### src/rtl/pcm_bclk_frame_gen_if.sv
// Bus between the PCM bit-clock/frame generator and its consumers.
// The generator (master) takes the enable and divide value and drives
// the bit clock, edge strobes and frame position. The consumer side
// (slave) supplies the controls and samples everything else.
interface pcm_bclk_frame_gen_if #(
  parameter int DIV_WIDTH     = 8,
  parameter int BITS_PER_SLOT = 16,
  parameter int SLOTS         = 2
);
  localparam int SLOT_W = (SLOTS > 1) ? $clog2(SLOTS) : 1;
  localparam int BIT_W  = (BITS_PER_SLOT > 1) ? $clog2(BITS_PER_SLOT) : 1;

  logic                 en_clk;
  logic [DIV_WIDTH-1:0] div;
  logic                 bclk;
  logic                 bclk_rise;
  logic                 bclk_fall;
  logic                 ws;
  logic                 frame_start;
  logic [SLOT_W-1:0]    slot;
  logic [BIT_W-1:0]     bit_idx;

  modport master (
    input  en_clk, div,
    output bclk, bclk_rise, bclk_fall, ws, frame_start, slot, bit_idx
  );

  modport slave (
    output en_clk, div,
    input  bclk, bclk_rise, bclk_fall, ws, frame_start, slot, bit_idx
  );
endinterface

### src/rtl/pcm_bclk_frame_gen.sv
// PCM bit-clock and frame generator. Divides clk into a programmable
// BCLK, emits one-cycle rise/fall strobes for downstream serialisers,
// tracks bit/slot position and drives WS in level (I2S) or pulse (TDM)
// form. All outputs are registered; en_clk low freezes everything.
module pcm_bclk_frame_gen #(
  parameter int DIV_WIDTH     = 8,
  parameter int BITS_PER_SLOT = 16,
  parameter int SLOTS         = 2,
  parameter int WS_MODE       = 0
) (
  input  logic                 clk,
  input  logic                 reset_n,
  pcm_bclk_frame_gen_if.master bus
);
  localparam int SLOT_W = (SLOTS > 1) ? $clog2(SLOTS) : 1;
  localparam int BIT_W  = (BITS_PER_SLOT > 1) ? $clog2(BITS_PER_SLOT) : 1;

  // Reset parks position on the last bit of the frame so the first
  // falling edge lands on slot 0 bit 0.
  localparam logic [SLOT_W-1:0] SLOT_LAST = SLOT_W'(SLOTS - 1);
  localparam logic [BIT_W-1:0]  BIT_LAST  = BIT_W'(BITS_PER_SLOT - 1);
  localparam logic [SLOT_W-1:0] SLOT_HALF = SLOT_W'(SLOTS / 2);
  localparam logic WS_RESET = (WS_MODE == 1) ? ((SLOTS == 1) && (BITS_PER_SLOT == 1))
                                             : (SLOTS >= 2);

  logic [DIV_WIDTH-1:0] cnt;
  logic                 bclk_q;
  logic                 rise_q;
  logic                 fall_q;
  logic                 fs_q;
  logic                 ws_q;
  logic [SLOT_W-1:0]    slot_q;
  logic [BIT_W-1:0]     bit_q;
  logic [SLOT_W-1:0]    slot_nxt;
  logic [BIT_W-1:0]     bit_nxt;

  // Word-select value for a given frame position.
  function automatic logic ws_of(input logic [SLOT_W-1:0] s, input logic [BIT_W-1:0] b);
    if (WS_MODE == 1) return (s == '0) && (b == '0);
    else if (SLOTS < 2) return 1'b0;
    else return (s >= SLOT_HALF);
  endfunction

  // Position the next falling BCLK edge will move to.
  always_comb begin
    bit_nxt  = bit_q + 1'b1;
    slot_nxt = slot_q;
    if (bit_q == BIT_LAST) begin
      bit_nxt  = '0;
      slot_nxt = (slot_q == SLOT_LAST) ? '0 : slot_q + 1'b1;
    end
  end

  // Half-period counter, BCLK toggle, strobes and frame position.
  always_ff @(posedge clk or negedge reset_n) begin
    if (!reset_n) begin
      cnt    <= '0;
      bclk_q <= 1'b0;
      rise_q <= 1'b0;
      fall_q <= 1'b0;
      fs_q   <= 1'b0;
      ws_q   <= WS_RESET;
      slot_q <= SLOT_LAST;
      bit_q  <= BIT_LAST;
    end else begin
      rise_q <= 1'b0;
      fall_q <= 1'b0;
      fs_q   <= 1'b0;
      if (bus.en_clk) begin
        // Live >= compare: lowering div ends the half-period at once,
        // raising it stretches the current one.
        if (cnt >= bus.div) begin
          cnt    <= '0;
          bclk_q <= ~bclk_q;
          rise_q <= ~bclk_q;
          fall_q <= bclk_q;
          if (bclk_q) begin
            bit_q  <= bit_nxt;
            slot_q <= slot_nxt;
            ws_q   <= ws_of(slot_nxt, bit_nxt);
            fs_q   <= (slot_nxt == '0) && (bit_nxt == '0);
          end
        end else begin
          cnt <= cnt + 1'b1;
        end
      end
    end
  end

  assign bus.bclk        = bclk_q;
  assign bus.bclk_rise   = rise_q;
  assign bus.bclk_fall   = fall_q;
  assign bus.frame_start = fs_q;
  assign bus.ws          = ws_q;
  assign bus.slot        = slot_q;
  assign bus.bit_idx     = bit_q;
endmodule
### src/flat_wrapper.sv
// flat-port wrapper written by rule: the top's interface ports become plain ports
module pcm_bclk_frame_gen_flat 
#(
  parameter int DIV_WIDTH     = 8,
  parameter int BITS_PER_SLOT = 16,
  parameter int SLOTS         = 2,
  parameter int WS_MODE       = 0
)
  (clk, reset_n, bus_en_clk, bus_div, bus_bclk, bus_bclk_rise, bus_bclk_fall, bus_ws, bus_frame_start, bus_slot, bus_bit_idx);
  pcm_bclk_frame_gen_if #(.DIV_WIDTH(DIV_WIDTH), .BITS_PER_SLOT(BITS_PER_SLOT), .SLOTS(SLOTS)) bus_i ();
  input  logic clk;
  input  logic reset_n;
  input wire logic [$bits(bus_i.en_clk)-1:0] bus_en_clk;
  input wire logic [$bits(bus_i.div)-1:0] bus_div;
  output wire logic [$bits(bus_i.bclk)-1:0] bus_bclk;
  output wire logic [$bits(bus_i.bclk_rise)-1:0] bus_bclk_rise;
  output wire logic [$bits(bus_i.bclk_fall)-1:0] bus_bclk_fall;
  output wire logic [$bits(bus_i.ws)-1:0] bus_ws;
  output wire logic [$bits(bus_i.frame_start)-1:0] bus_frame_start;
  output wire logic [$bits(bus_i.slot)-1:0] bus_slot;
  output wire logic [$bits(bus_i.bit_idx)-1:0] bus_bit_idx;
  assign bus_i.en_clk = bus_en_clk;
  assign bus_i.div = bus_div;
  assign bus_bclk = bus_i.bclk;
  assign bus_bclk_rise = bus_i.bclk_rise;
  assign bus_bclk_fall = bus_i.bclk_fall;
  assign bus_ws = bus_i.ws;
  assign bus_frame_start = bus_i.frame_start;
  assign bus_slot = bus_i.slot;
  assign bus_bit_idx = bus_i.bit_idx;
  pcm_bclk_frame_gen #(.DIV_WIDTH(DIV_WIDTH), .BITS_PER_SLOT(BITS_PER_SLOT), .SLOTS(SLOTS), .WS_MODE(WS_MODE)) u_core (.clk(clk), .reset_n(reset_n), .bus(bus_i));
endmodule
### config.mk
export PLATFORM = sky130hd
export DESIGN_NAME = pcm_bclk_frame_gen_flat
export DESIGN_NICKNAME = d
export VERILOG_FILES = /design/src/rtl/pcm_bclk_frame_gen_if.sv /design/src/rtl/pcm_bclk_frame_gen.sv /design/src/flat_wrapper.sv
export SDC_FILE = /design/constraint.sdc
export NUM_CORES = 1
export LEC_CHECK = 0
export CORE_MARGIN = 2
export CORE_UTILIZATION = 35
export DETAILED_ROUTE_END_ITERATION = 10
export HOLD_SLACK_MARGIN = 0.03
export PLACE_DENSITY = 0.68
export SYNTH_ARGS = -nofsm -noshare
export SYNTH_HDL_FRONTEND = slang
export SYNTH_SLANG_ARGS = --single-unit
### constraint.sdc
create_clock -name clk -period 2.5 [get_ports clk]
set_input_delay 0.25 -clock clk [delete_from_list [all_inputs] [get_ports clk]]
set_output_delay 0.25 -clock clk [all_outputs]
set_load 0.01 [all_outputs]
Word level (Yosys, flattened, before mapping) --
Index checks and enable logic that the tools add are counted.
Operators by class: add/subtract/negate cells 3, multiplexer cells 11, bitwise logic cells 2, order comparisons 2, reduce and logical (&&, ||, !) cells 4, equal/unequal tests 1
Operators with widths (count):
- 1-bit 2-to-1 mux | 9
- 8-bit by 1-bit adder with 8-bit output, second input constant | 1
- 8-bit greater-or-equal comparator | 1
- 8-bit 2-to-1 mux | 1
- 4-bit by 1-bit adder with 4-bit output, second input constant | 1
- 4-bit equality test, second input constant | 1
- 4-bit logical NOT | 1
- 4-bit 2-to-1 mux | 1
- 3-bit AND reduction | 1
- 1-bit inverter | 2
- 2-bit AND reduction | 1
- 1-bit adder, second input constant | 1
- 1-bit greater-or-equal comparator, second input constant | 1
- 1-bit logical AND | 1
Storage, ports and cells: register bits after elaboration 18, logic and storage cells 31, input port bits 11, output and inout bits 10

Logic depth before layout (Yosys ltp) --
Gate-level depths: netlist of run 1.
depth in word-level cells 8, depth in mapped cells 8, mapped depth without buffers 7

Least setup slack after synthesis of run 1 --
No wires, ideal clock.
kind register to register, from register u_core.cnt[0], to register u_core.bit_q[0] (netlist: u_core.bus.bit_idx[0]), stages on the path, launching flop included 9, arrival 1954 ps, period minus slack after synthesis 2036 ps, setup slack 464 ps, buffers on the path 1, required time 2418 ps, setup time 82 ps, path through dfrtp_1 -> inv_1 -> ha_1 -> nand2b_4 -> a2111oi_4 -> o311ai_1 -> and3_1 -> buf_6 -> mux2_4
Between the ends: longest elaborated chain between the ends 2
Ends and longest elaborated chain:
- start, declared | line pcm_bclk_frame_gen.sv:26 | logic [DIV_WIDTH-1:0] cnt;
- start signal, assigned | line pcm_bclk_frame_gen.sv:84 | cnt <= cnt + 1'b1;
- 8-bit greater-or-equal comparator | line pcm_bclk_frame_gen.sv:72 | if (cnt >= bus.div) begin
- 3-bit AND reduction (no source line)
- end signal, assigned | line pcm_bclk_frame_gen.sv:78 | bit_q <= bit_nxt;
- end, declared | line pcm_bclk_frame_gen.sv:33 | logic [BIT_W-1:0] bit_q;
Every way passes these cells. A chain may end at the register's enable or synchronous reset.

Final worst setup path of run 1 --
from register u_core.cnt[0], to register u_core.bit_q[1] (netlist: u_core.bus.bit_idx[1])
Same word-level chain as after synthesis.

==> metrics.cfg, run 1 <==
[cts]
cts_buffer_depth=2
clkSinkCount=17
htreeDepth=1
cts_tree=built
clkTransAtPathRegs_ns=0.10
cts-root-buf=clkbuf_4
clk_latency_ns=0.29
ctsHoldBuffers=0
cts_buffers=3
post_cts_resized=0
post_cts_buffers=0

[detailed_routing]
wire_per_inst_um=11.5
drtIter0Drc=15
drc_errors=0
drtAntennaViolNets=0
dr.pass1.iters=4
via_count=770
viasPerCell=4.87
routed_wl_um=1810

[layout]
multi_input_area_um2=549
utilization_pct=46.2
n_antenna_cell=0
final_common_cell=clkdlybuf4s50_1
ff_latch_area_um2=432
fill_cells=275
final_cell_mix=20 x clkdlybuf4s50_1, 12 x dfrtp_1, 11 x inv_1, 11 x ha_1, 10 x nor2_1
area_growth_pct=23.5
nets=150
drive_gt1_share_pct=11.0

[timing]
fmax_ghz=0.442
rsz0062_at_grt=no
min_period_ns=2.26
final.period_utilization_pct=90.5
finalSetupTns_ns=0
tightest_slew_ns=0.731
drv_slew=0
slew_headroom_pct=51.1
finalSetupViolCount=0
final_hold_viol_count=0
finClkSkew_ns=0.00486

[critical_path]
reg2regPathDepth=8
cp.required_ns=2.73
crit_type=register to register
worst-endpoint-arrival_ns=2.49
endpoint_kind=register
crit_path_max_fanout=13
regToRegSetupSlack_ns=0.24
r2r-end=u_core.bus.bit_idx[1]
worstReg2RegStart=u_core.cnt[0]
critical_path.startpoint_type=register

[pwr]
power_frac_comb_pct=42.3
ir_drop_v=0.000306
p_clk_share_pct=13.1
leakagePower_nw=0.608
p_sw_w=0.000411
power.density_nw_per_um2=847
switching_share_pct=37.5
internal_power_w=0.000686
seqPwrFrac_pct=44.7

[floorplanning]
dieArea_um2=3450
initial_utilization_pct=37.4
pin_count=21
die_width_um=58.8
core_area_um2=2810
fp.dieH_um=58.8
rows=19

[status]
status=finished clean

[yosys]
async_flop_share_pct=100
syn-num-nets=128
synth-seq-cells=17
netlist_area_um2=1050
netlist_instances=106
yosysSeqAreaShare_pct=41.1
synth-edff-count=0
synth_warnings=0
yosys_most_used_dff=dfrtp_1
syn_area_per_cell_um2=9.90
yosys.cell_types.count=32

[global_route]
antenna_found_initial=0
grt_pass1_wl_um=3440
grt_usage_pct=12.6
grt_pass1_vias=823
grt_max_degree=18
overflow=0

[flow_run]
maxCapViolations=0

[placed_design]
port_buffers=20
gp_congestion=0.761
dp_hpwl_um=1460

[hold_path]
min_path_type=primary input to async pin

kinds of logic (layout without fill, tap and decap cells):
group,Yosys count,after routing,share of synthesized area [%]
AOI/OAI and AO/OA,16,16,12.4
xor gates and xnor gates,6,6,5.01
adders and majority gates,11,11,13.1
buffers and inverters,15,36,6.55
DFF,17,17,41.1
muxes,2,2,2.86
and+or+nand+nor,39,39,19.0
critical path, stage by stage, from the launching register on:
cell and delay [ns]:
dfrtp_1 0.44, inv_1 0.11, ha_1 0.28, nand2b_4 0.14
a2111oi_4 0.33, o311ai_1 0.14, buf_4 0.19, and3_1 0.25
mux2_4 0.32
per-layer routing:
metal	track usage, %	vias to the layer above	wire length, um
li1	-	408	-
met1	16.6	350	884
met2	21.7	10	875
met3	2.64	2	45
met4	1.95	0	6
met5	0	-	0
through the flow:
step | setup WS, ns | cell area (um2) | total power, W | std cells | hold WS, ns
global route | 0.100 | 1300 | 0.00120 | 158 | 0.443
detailed placement | 0.0813 | 1270 | 0.000966 | 154 | 0.511
global placement | 0.131 | 1270 | 0.000940 | 154 | 0.511
floorplan | 0.464 | 1050 | 0.000799 | 106 | -0.0456
CTS | 0.225 | 1300 | 0.00111 | 158 | 0.414
finish | 0.238 | 1300 | 0.00110 | 158 | 0.386
Yosys cell counts (all sizes together) (2+ instances only):
| library cell | n | area, um2 |
|---|---|---|
| ha | 11 | 138 |
| buf | 3 | 23.8 |
| inv | 11 | 41.3 |
| o21ai | 3 | 15.0 |
| nand2 | 8 | 30.0 |
| nand3 | 4 | 20.0 |
| a21oi | 3 | 15.0 |
| a21o | 2 | 15.0 |
| nor4 | 2 | 12.5 |
| nor2 | 10 | 37.5 |
| xnor2 | 3 | 26.3 |
| dfstp | 5 | 131 |
| a211o | 2 | 17.5 |
| nand4 | 5 | 31.3 |
| nand2b | 2 | 20.0 |
| nor3 | 2 | 10.0 |
| dfrtp | 12 | 300 |
| xor2 | 3 | 26.3 |
| mux2 | 2 | 30.0 |
| and3 | 4 | 25.0 |
sequential cells by signal (all words and copies together) (netlist names):
signal / cells
u_core.bus.frame_start: 1
u_core.bus.bclk_rise: 1
u_core.bus.bclk: 1
u_core.bus.bit_idx: 4
u_core.bus.bclk_fall: 1
u_core.bus.slot: 1
u_core.cnt: 8
layout make-up:
cell class                 instances  area share (%)
timing repair buffer              21            16.0
clock inverter                     1           0.386
clock buffer                       3            1.74
sequential                        17            33.3
tap                               31            2.99
inverter                          11            3.19
multi-input combinational         74            42.4
worst max-delay path by stage:
stage                              from               endpoint  slack (ns)  cells past startpoint
after floorplan           u_core.cnt[0]  u_core.bus.bit_idx[0]        0.46                      8
after global placement       bus_div[0]  u_core.bus.bit_idx[0]        0.13                      8
after detailed placement     bus_div[0]  u_core.bus.bit_idx[1]        0.08                      8
after CTS                 u_core.cnt[0]  u_core.bus.bit_idx[1]        0.22                      8
after global routing      u_core.cnt[0]  u_core.bus.bit_idx[1]         0.1                      8
final                     u_core.cnt[0]  u_core.bus.bit_idx[1]        0.24                      8
power groups by stage:
stage	Clock, W	Sequential, W	Combinational (W)
finish	0.000143	0.000490	0.000464
detailed placement	0	0.000497	0.000469
floorplan	0	0.000479	0.000320
global route	0.000160	0.000511	0.000532
CTS	0.000149	0.000492	0.000471
global placement	0	0.000490	0.000450
(Power assumes the default switching activity.)
==> inputs of run 2 (changes only) <==
--- a/config.mk
+++ b/config.mk
@@ -6,10 +6,10 @@
 export NUM_CORES = 1
 export LEC_CHECK = 0
 export CORE_MARGIN = 2
-export CORE_UTILIZATION = 35
+export CORE_UTILIZATION = 45
 export DETAILED_ROUTE_END_ITERATION = 10
 export HOLD_SLACK_MARGIN = 0.03
-export PLACE_DENSITY = 0.68
+export PLACE_DENSITY = 0.84
 export SYNTH_ARGS = -nofsm -noshare
 export SYNTH_HDL_FRONTEND = slang
 export SYNTH_SLANG_ARGS = --single-unit
==> constraint.sdc (replaced) <==
create_clock -name clk -period 2 [get_ports clk]
set_input_delay 0.2 -clock clk [delete_from_list [all_inputs] [get_ports clk]]
set_output_delay 0.2 -clock clk [all_outputs]
set_load 0.01 [all_outputs]
==> run 2 against run 1 <==
  * Non-clock buffer count increased by 13
  * Sequential cell count unchanged
  * Routed wire length increased by 31%
  * Largest power group is now combinational cells
==> metrics.cfg, run 2 (synthesis results as in run 1) <==
[status]
status=finished clean

[timing]
fmax_ghz=0.502  ; +14%
finClkSkew_ns=0.00468  ; -0.000182 ns
rsz0062_at_grt=yes
worst_slack_ns=0.00829  ; -0.230 ns
min_period_ns=1.99  ; -0.270 ns
finalSetupViolCount=0  ; unchanged
slew_headroom_pct=50.7  ; -0.44 points
final_hold_viol_count=0  ; unchanged
final.period_utilization_pct=99.6  ; +9.1 points
tightest_slew_ns=0.737  ; +0.00653 ns
drv_slew=0  ; unchanged

[critical_path]
crit_path_max_fanout=4  ; -9
cp.required_ns=2.22  ; -0.51 ns
slowest_delay_ns=0.41  ; -0.03 ns
cpMostUsedCell=buf_6
critical_path.startpoint_type=register
crit_chain=inv_2 -> ha_4 -> nand2b_4 -> a2111oi_4 -> o311ai_4 -> buf_6 -> buf_6 -> nand4_1 -> xnor2_1
endpoint_kind=register
regToRegSetupSlack_ns=0.008  ; -0.23 ns
worst-endpoint-arrival_ns=2.21  ; -0.28 ns
r2r-end=u_core.bus.bit_idx[2]
worstReg2RegStart=u_core.cnt[0]
crit_slowest_cell=dfrtp_1
reg2regPathDepth=9  ; +1
crit_type=register to register

[layout]
fill_cells=169  ; -39%
layout.cells.non_filler=168  ; +6.3%
nets=163  ; +8.7%
n_antenna_cell=0  ; unchanged
drive_gt1_share_pct=25.7  ; +15 points
fin_area_um2=1470  ; +13%
area_growth_pct=39.9
regMostFlops=u_core.cnt
final_cell_mix=20 x clkdlybuf4s50_1, 12 x dfrtp_1, 11 x buf_4
largest_reg_flops=8  ; unchanged
final_common_cell=clkdlybuf4s50_1
utilization_pct=66.4  ; +20 points

[global_route]
grt_use_met3_pct=6.57  ; +3.9 points
use_met2_pct=35.0  ; +13 points
met1_usage_pct=20.8  ; +4.2 points
overflow=0  ; unchanged
grt_max_degree=18  ; unchanged
grt_pass1_wl_um=3820  ; +11%
antenna_found_initial=0  ; unchanged
grt_usage_pct=19.2  ; +6.6 points
grt_pass1_vias=925  ; +12%
grt_busiest_layer=met2

[pwr]
internal_power_w=0.00100  ; +46%
p_clk_share_pct=11.3  ; -1.8 points
power.density_nw_per_um2=1100  ; +30%
leakagePower_nw=0.684  ; +12%
seqPwrFrac_pct=35.8  ; -8.9 points
switching_share_pct=38.2  ; +0.68 points
power_frac_comb_pct=52.8  ; +11 points
ir_drop_v=0.000630  ; +110%
p_sw_w=0.000619  ; +50%

[floorplanning]
rows=17  ; -2
initial_utilization_pct=47.5  ; +10 points
fp.dieH_um=52.3  ; -11%
dieArea_um2=2740  ; -21%
die_width_um=52.3  ; -11%
core_area_um2=2210  ; -21%
pin_count=21  ; unchanged

[cts]
cts-root-buf=clkbuf_4
clkTransAtPathRegs_ns=0.10  ; about the same
cts_buffers=3  ; unchanged
htreeDepth=1  ; unchanged
cts_tree=built
cts_buffer_depth=2  ; unchanged
clkSinkCount=17  ; unchanged
clk_latency_ns=0.30  ; about the same

[detailed_routing]
drtIter0Drc=14  ; -1
via_count=896  ; +16%
drc_errors=0  ; unchanged
viasPerCell=5.33  ; +9.4%
dr.pass1.iters=4  ; unchanged
wire_per_inst_um=14.1  ; +23%
routed_wl_um=2370  ; +31%
drtAntennaViolNets=0  ; unchanged

[placed_design]
dpl_cell_area_um2=1360  ; +6.8%
dp_hpwl_um=1780  ; +22%
dp_cells=162  ; +5.2%
gp_congestion=0.810  ; +6.5%
preCtsSetupSlack_ns=-0.268  ; -0.349 ns
port_buffers=20  ; unchanged

[hold_path]
min_path_type=primary input to async pin

[flow_run]
maxCapViolations=0  ; unchanged

-- run 2: how the worst max path moves through the flow --
| stage | start | end | slack (ns) |
|---|---|---|---|
| after floorplan | u_core.cnt[0] | u_core.bus.bit_idx[0] | 0.03 |
| after global placement | bus_div[3] | u_core.bus.bit_idx[1] | -0.21 |
| after detailed placement | bus_div[3] | u_core.bus.bit_idx[0] | -0.27 |
| after CTS | u_core.cnt[0] | u_core.bus.bclk | 0.04 |
| after global routing | u_core.cnt[0] | u_core.bus.bit_idx[2] | -0.11 |
| final | u_core.cnt[0] | u_core.bus.bit_idx[2] | 0.008 |
-- run 2: repair_timing --
action                                  CTS  global route
hold buffers                              0             0
gates resized for setup                   3            13
endpoints found under the setup margin    6            10
pin swaps                                 1             6
endpoints found under the hold margin     0             0
buffers inserted                          0             2
-- run 2: cell type report --
type	count	area (um2)	share of cell area (%)
Multi-Input combinational cell	74	617	42.0
Sequential cell	17	432	29.4
Timing Repair Buffer	34	317	21.6
Inverter	11	41.3	2.81
Tap cell	28	35.0	2.39
Clock buffer	3	22.5	1.53
Clock inverter	1	5.00	0.341
-- run 2: worst max-delay path: cells and delay by family (launching register included) --
kind	cells	cell delay, ns
DFF	1	0.41
and+or+nand+nor	2	0.24
adders and majority gates	1	0.20
AOI/OAI and AO/OA	2	0.57
buffers and inverters	3	0.35
xor gates and xnor gates	1	0.14
-- run 2: per-layer routing --
metal | up-vias | wire length, um
met5 | - | 0
met4 | 0 | 44
met3 | 10 | 99
met2 | 23 | 1300
met1 | 429 | 923
li1 | 434 | -
-- run 2: stage by stage --
step	hold slack (ns)	setup TNS, ns	total power [W]
floorplan	-0.0956	0	0.00101
global placement	0.508	-1.52	0.00127
detailed placement	0.518	-2.56	0.00133
CTS	0.361	0	0.00151
global route	0.406	-0.778	0.00173
finish	0.330	0	0.00162
-- run 2: power by group through the flow --
stage / registers (W) / logic (W) / clock network (W)
after floorplan: 0.000599 / 0.000408 / 0
final: 0.000581 / 0.000857 / 0.000183
after global placement: 0.000574 / 0.000697 / 0
after CTS: 0.000576 / 0.000753 / 0.000186
after global routing: 0.000596 / 0.000941 / 0.000199
after detailed placement: 0.000582 / 0.000746 / 0
==> inputs of run 3 (changes only) <==
--- a/config.mk
+++ b/config.mk
@@ -10,6 +10,8 @@
 export DETAILED_ROUTE_END_ITERATION = 10
 export HOLD_SLACK_MARGIN = 0.03
 export PLACE_DENSITY = 0.84
+export REMOVE_ABC_BUFFERS = 1
+export SLEW_MARGIN = 20
 export SYNTH_ARGS = -nofsm -noshare
 export SYNTH_HDL_FRONTEND = slang
 export SYNTH_SLANG_ARGS = --single-unit
==> run 3 against run 2 <==
  * Sequential power is essentially flat
  * Utilization shrank 3.0 points
  * Routed wire length decreased by 15%
  * Combinational power decreased by 9.5%
  * Cell area shrank 4.5%
  * Critical endpoint is now u_core.bus.bit_idx[0]
  * Setup slack gained 0.078 ns
  * Cell count down 0.60%
==> metrics.cfg, run 3 (synthesis results as in run 1) <==
[status]
status=finished clean

[detailed_routing]
wire_per_inst_um=12.0  ; -15%
drc_errors=0  ; unchanged
via_count=848  ; -5.4%
drtAntennaViolNets=0  ; unchanged
dr.pass1.iters=4  ; unchanged
drtIter0Drc=32  ; +18
routed_wl_um=2000  ; -15%
viasPerCell=5.08  ; -4.8%

[flow_run]
maxCapViolations=0  ; unchanged

[floorplanning]
core_area_um2=2210  ; unchanged
die_width_um=52.3  ; unchanged
dieArea_um2=2740  ; unchanged
pin_count=21  ; unchanged
initial_utilization_pct=47.5  ; unchanged
fp.dieH_um=52.3  ; unchanged
rows=17  ; unchanged

[pwr]
p_clk_share_pct=12.1  ; +0.8 points
internal_power_w=0.000970  ; -3.3%
switching_share_pct=37.1  ; -1.0 points
power.density_nw_per_um2=1100  ; -0.41%
seqPwrFrac_pct=37.6  ; +1.8 points
p_sw_w=0.000573  ; -7.5%
ir_drop_v=0.000641  ; +1.8%
leakagePower_nw=0.674  ; -1.4%
power_frac_comb_pct=50.3  ; -2.5 points

[global_route]
grt_usage_pct=17.5  ; -1.6 points
antenna_found_initial=0  ; unchanged
grt_pass1_vias=812  ; -12%
overflow=0  ; unchanged
grt_pass1_wl_um=3630  ; -4.9%
grt_max_degree=18  ; unchanged

[critical_path]
cp.required_ns=2.23  ; about the same
crit_path_max_fanout=5  ; +1
crit_type=register to register
worst-endpoint-arrival_ns=2.14  ; -0.07 ns
endpoint_kind=register
critical_path.startpoint_type=register

[placed_design]
preCtsSetupSlack_ns=-0.241  ; +0.0272 ns
gp_congestion=0.871  ; +7.6%
port_buffers=20  ; unchanged
dp_hpwl_um=1590  ; -11%

[layout]
regMostFlops=u_core.cnt
final_common_cell=clkdlybuf4s50_1
nets=162  ; -0.61%
drive_gt1_share_pct=22.3  ; -3.4 points
n_antenna_cell=0  ; unchanged
area_growth_pct=33.6
largest_reg_flops=8  ; unchanged
final_cell_mix=20 x clkdlybuf4s50_1, 12 x buf_4, 12 x dfrtp_1, 11 x ha_1

[cts]
clk_latency_ns=0.29  ; about the same
cts_buffer_depth=2  ; unchanged
clkSinkCount=17  ; unchanged
cts-root-buf=clkbuf_4
clkTransAtPathRegs_ns=0.11  ; about the same
htreeDepth=1  ; unchanged
cts_buffers=3  ; unchanged
cts_tree=built

[timing]
tightest_slew_ns=0.718  ; -0.0194 ns
finalSetupViolCount=0  ; unchanged
final_hold_viol_count=0  ; unchanged
slew_headroom_pct=52.0  ; +1.3 points
worst_slack_ns=0.0860  ; +0.0778 ns
finalSetupTns_ns=0  ; unchanged
fmax_ghz=0.522  ; +4.1%
min_period_ns=1.91  ; -0.0778 ns
drv_slew=0  ; unchanged
rsz0062_at_grt=yes
finClkSkew_ns=0.00543  ; +0.000754 ns
final.period_utilization_pct=95.7  ; -3.9 points

[hold_path]
min_path_type=primary input to async pin

## run 3: cell count changes in the layout (fill, tap and decap cells not counted), sizes merged
cell and delta:
buf -1
## run 3: path summary, 6_finish.rpt
path	from	to	slack [ns]	cells after the start
max in group asynchronous	reset_n	u_core.cnt[1]	1.22	1
worst min-delay path	reset_n	u_core.bus.frame_start	0.33	1
worst max register to register	u_core.cnt[0]	u_core.bus.bit_idx[0]	0.09	7
worst max-delay path	u_core.cnt[0]	u_core.bus.bit_idx[0]	0.09	7
worst min register to register	u_core.bus.slot	u_core.bus.slot	0.52	1
min in group clk	u_core.bus.slot	u_core.bus.slot	0.52	1
## run 3: power groups by stage
stage / clock, W / sequential, W / combinational (W)
floorplan: 0 / 0.000599 / 0.000386
global placement: 0 / 0.000580 / 0.000703
detailed placement: 0 / 0.000587 / 0.000731
CTS: 0.000192 / 0.000580 / 0.000742
global route: 0.000211 / 0.000597 / 0.000868
finish: 0.000187 / 0.000580 / 0.000776
## run 3: worst max-delay path, stage by stage, from the launching register on
cell and delay (ns):
dfrtp_1 0.40, inv_2 0.07, ha_1 0.22, nand2b_4 0.14, a2111oi_4 0.30, o311ai_2 0.15
and3_2 0.28, mux2_4 0.30
## run 3: area by class of cell
cell class	count	area [um2]
Clock buffer	3	22.5
Timing Repair Buffer	33	302
Fill cell	177	810
Clock inverter	1	5.00
Tap cell	28	35.0
Multi-Input combinational cell	74	566
Inverter	11	41.3
Sequential cell	17	432
## run 3: what timing repair did
item | CTS | global route
pin swaps | 1 | 4
resized for setup | 2 | 6
setup endpoints to repair | 5 | 12
buffers inserted | 0 | 1
hold buffers | 0 | 0
## run 3: metrics by stage
step | utilization, % | instance area, um2 | power (W) | cells | hold slack (ns)
floorplan | - | 1020 | 0.000985 | 102 | -0.0956
CTS | 62.5 | 1380 | 0.00151 | 166 | 0.354
detailed placement | 60.9 | 1350 | 0.00132 | 162 | 0.509
global route | 63.4 | 1400 | 0.00168 | 167 | 0.388
global placement | 60.9 | 1350 | 0.00128 | 162 | 0.506
finish | 63.4 | 1400 | 0.00154 | 167 | 0.326
## run 3: routing by layer
metal  GRT usage [%]  share of wire, %  up-vias
met5               0                 0        -
met4            2.56                 0        0
met3            2.57               3.9        0
met2            28.3                49       18
met1            25.3                47      397
li1                -                 -      433
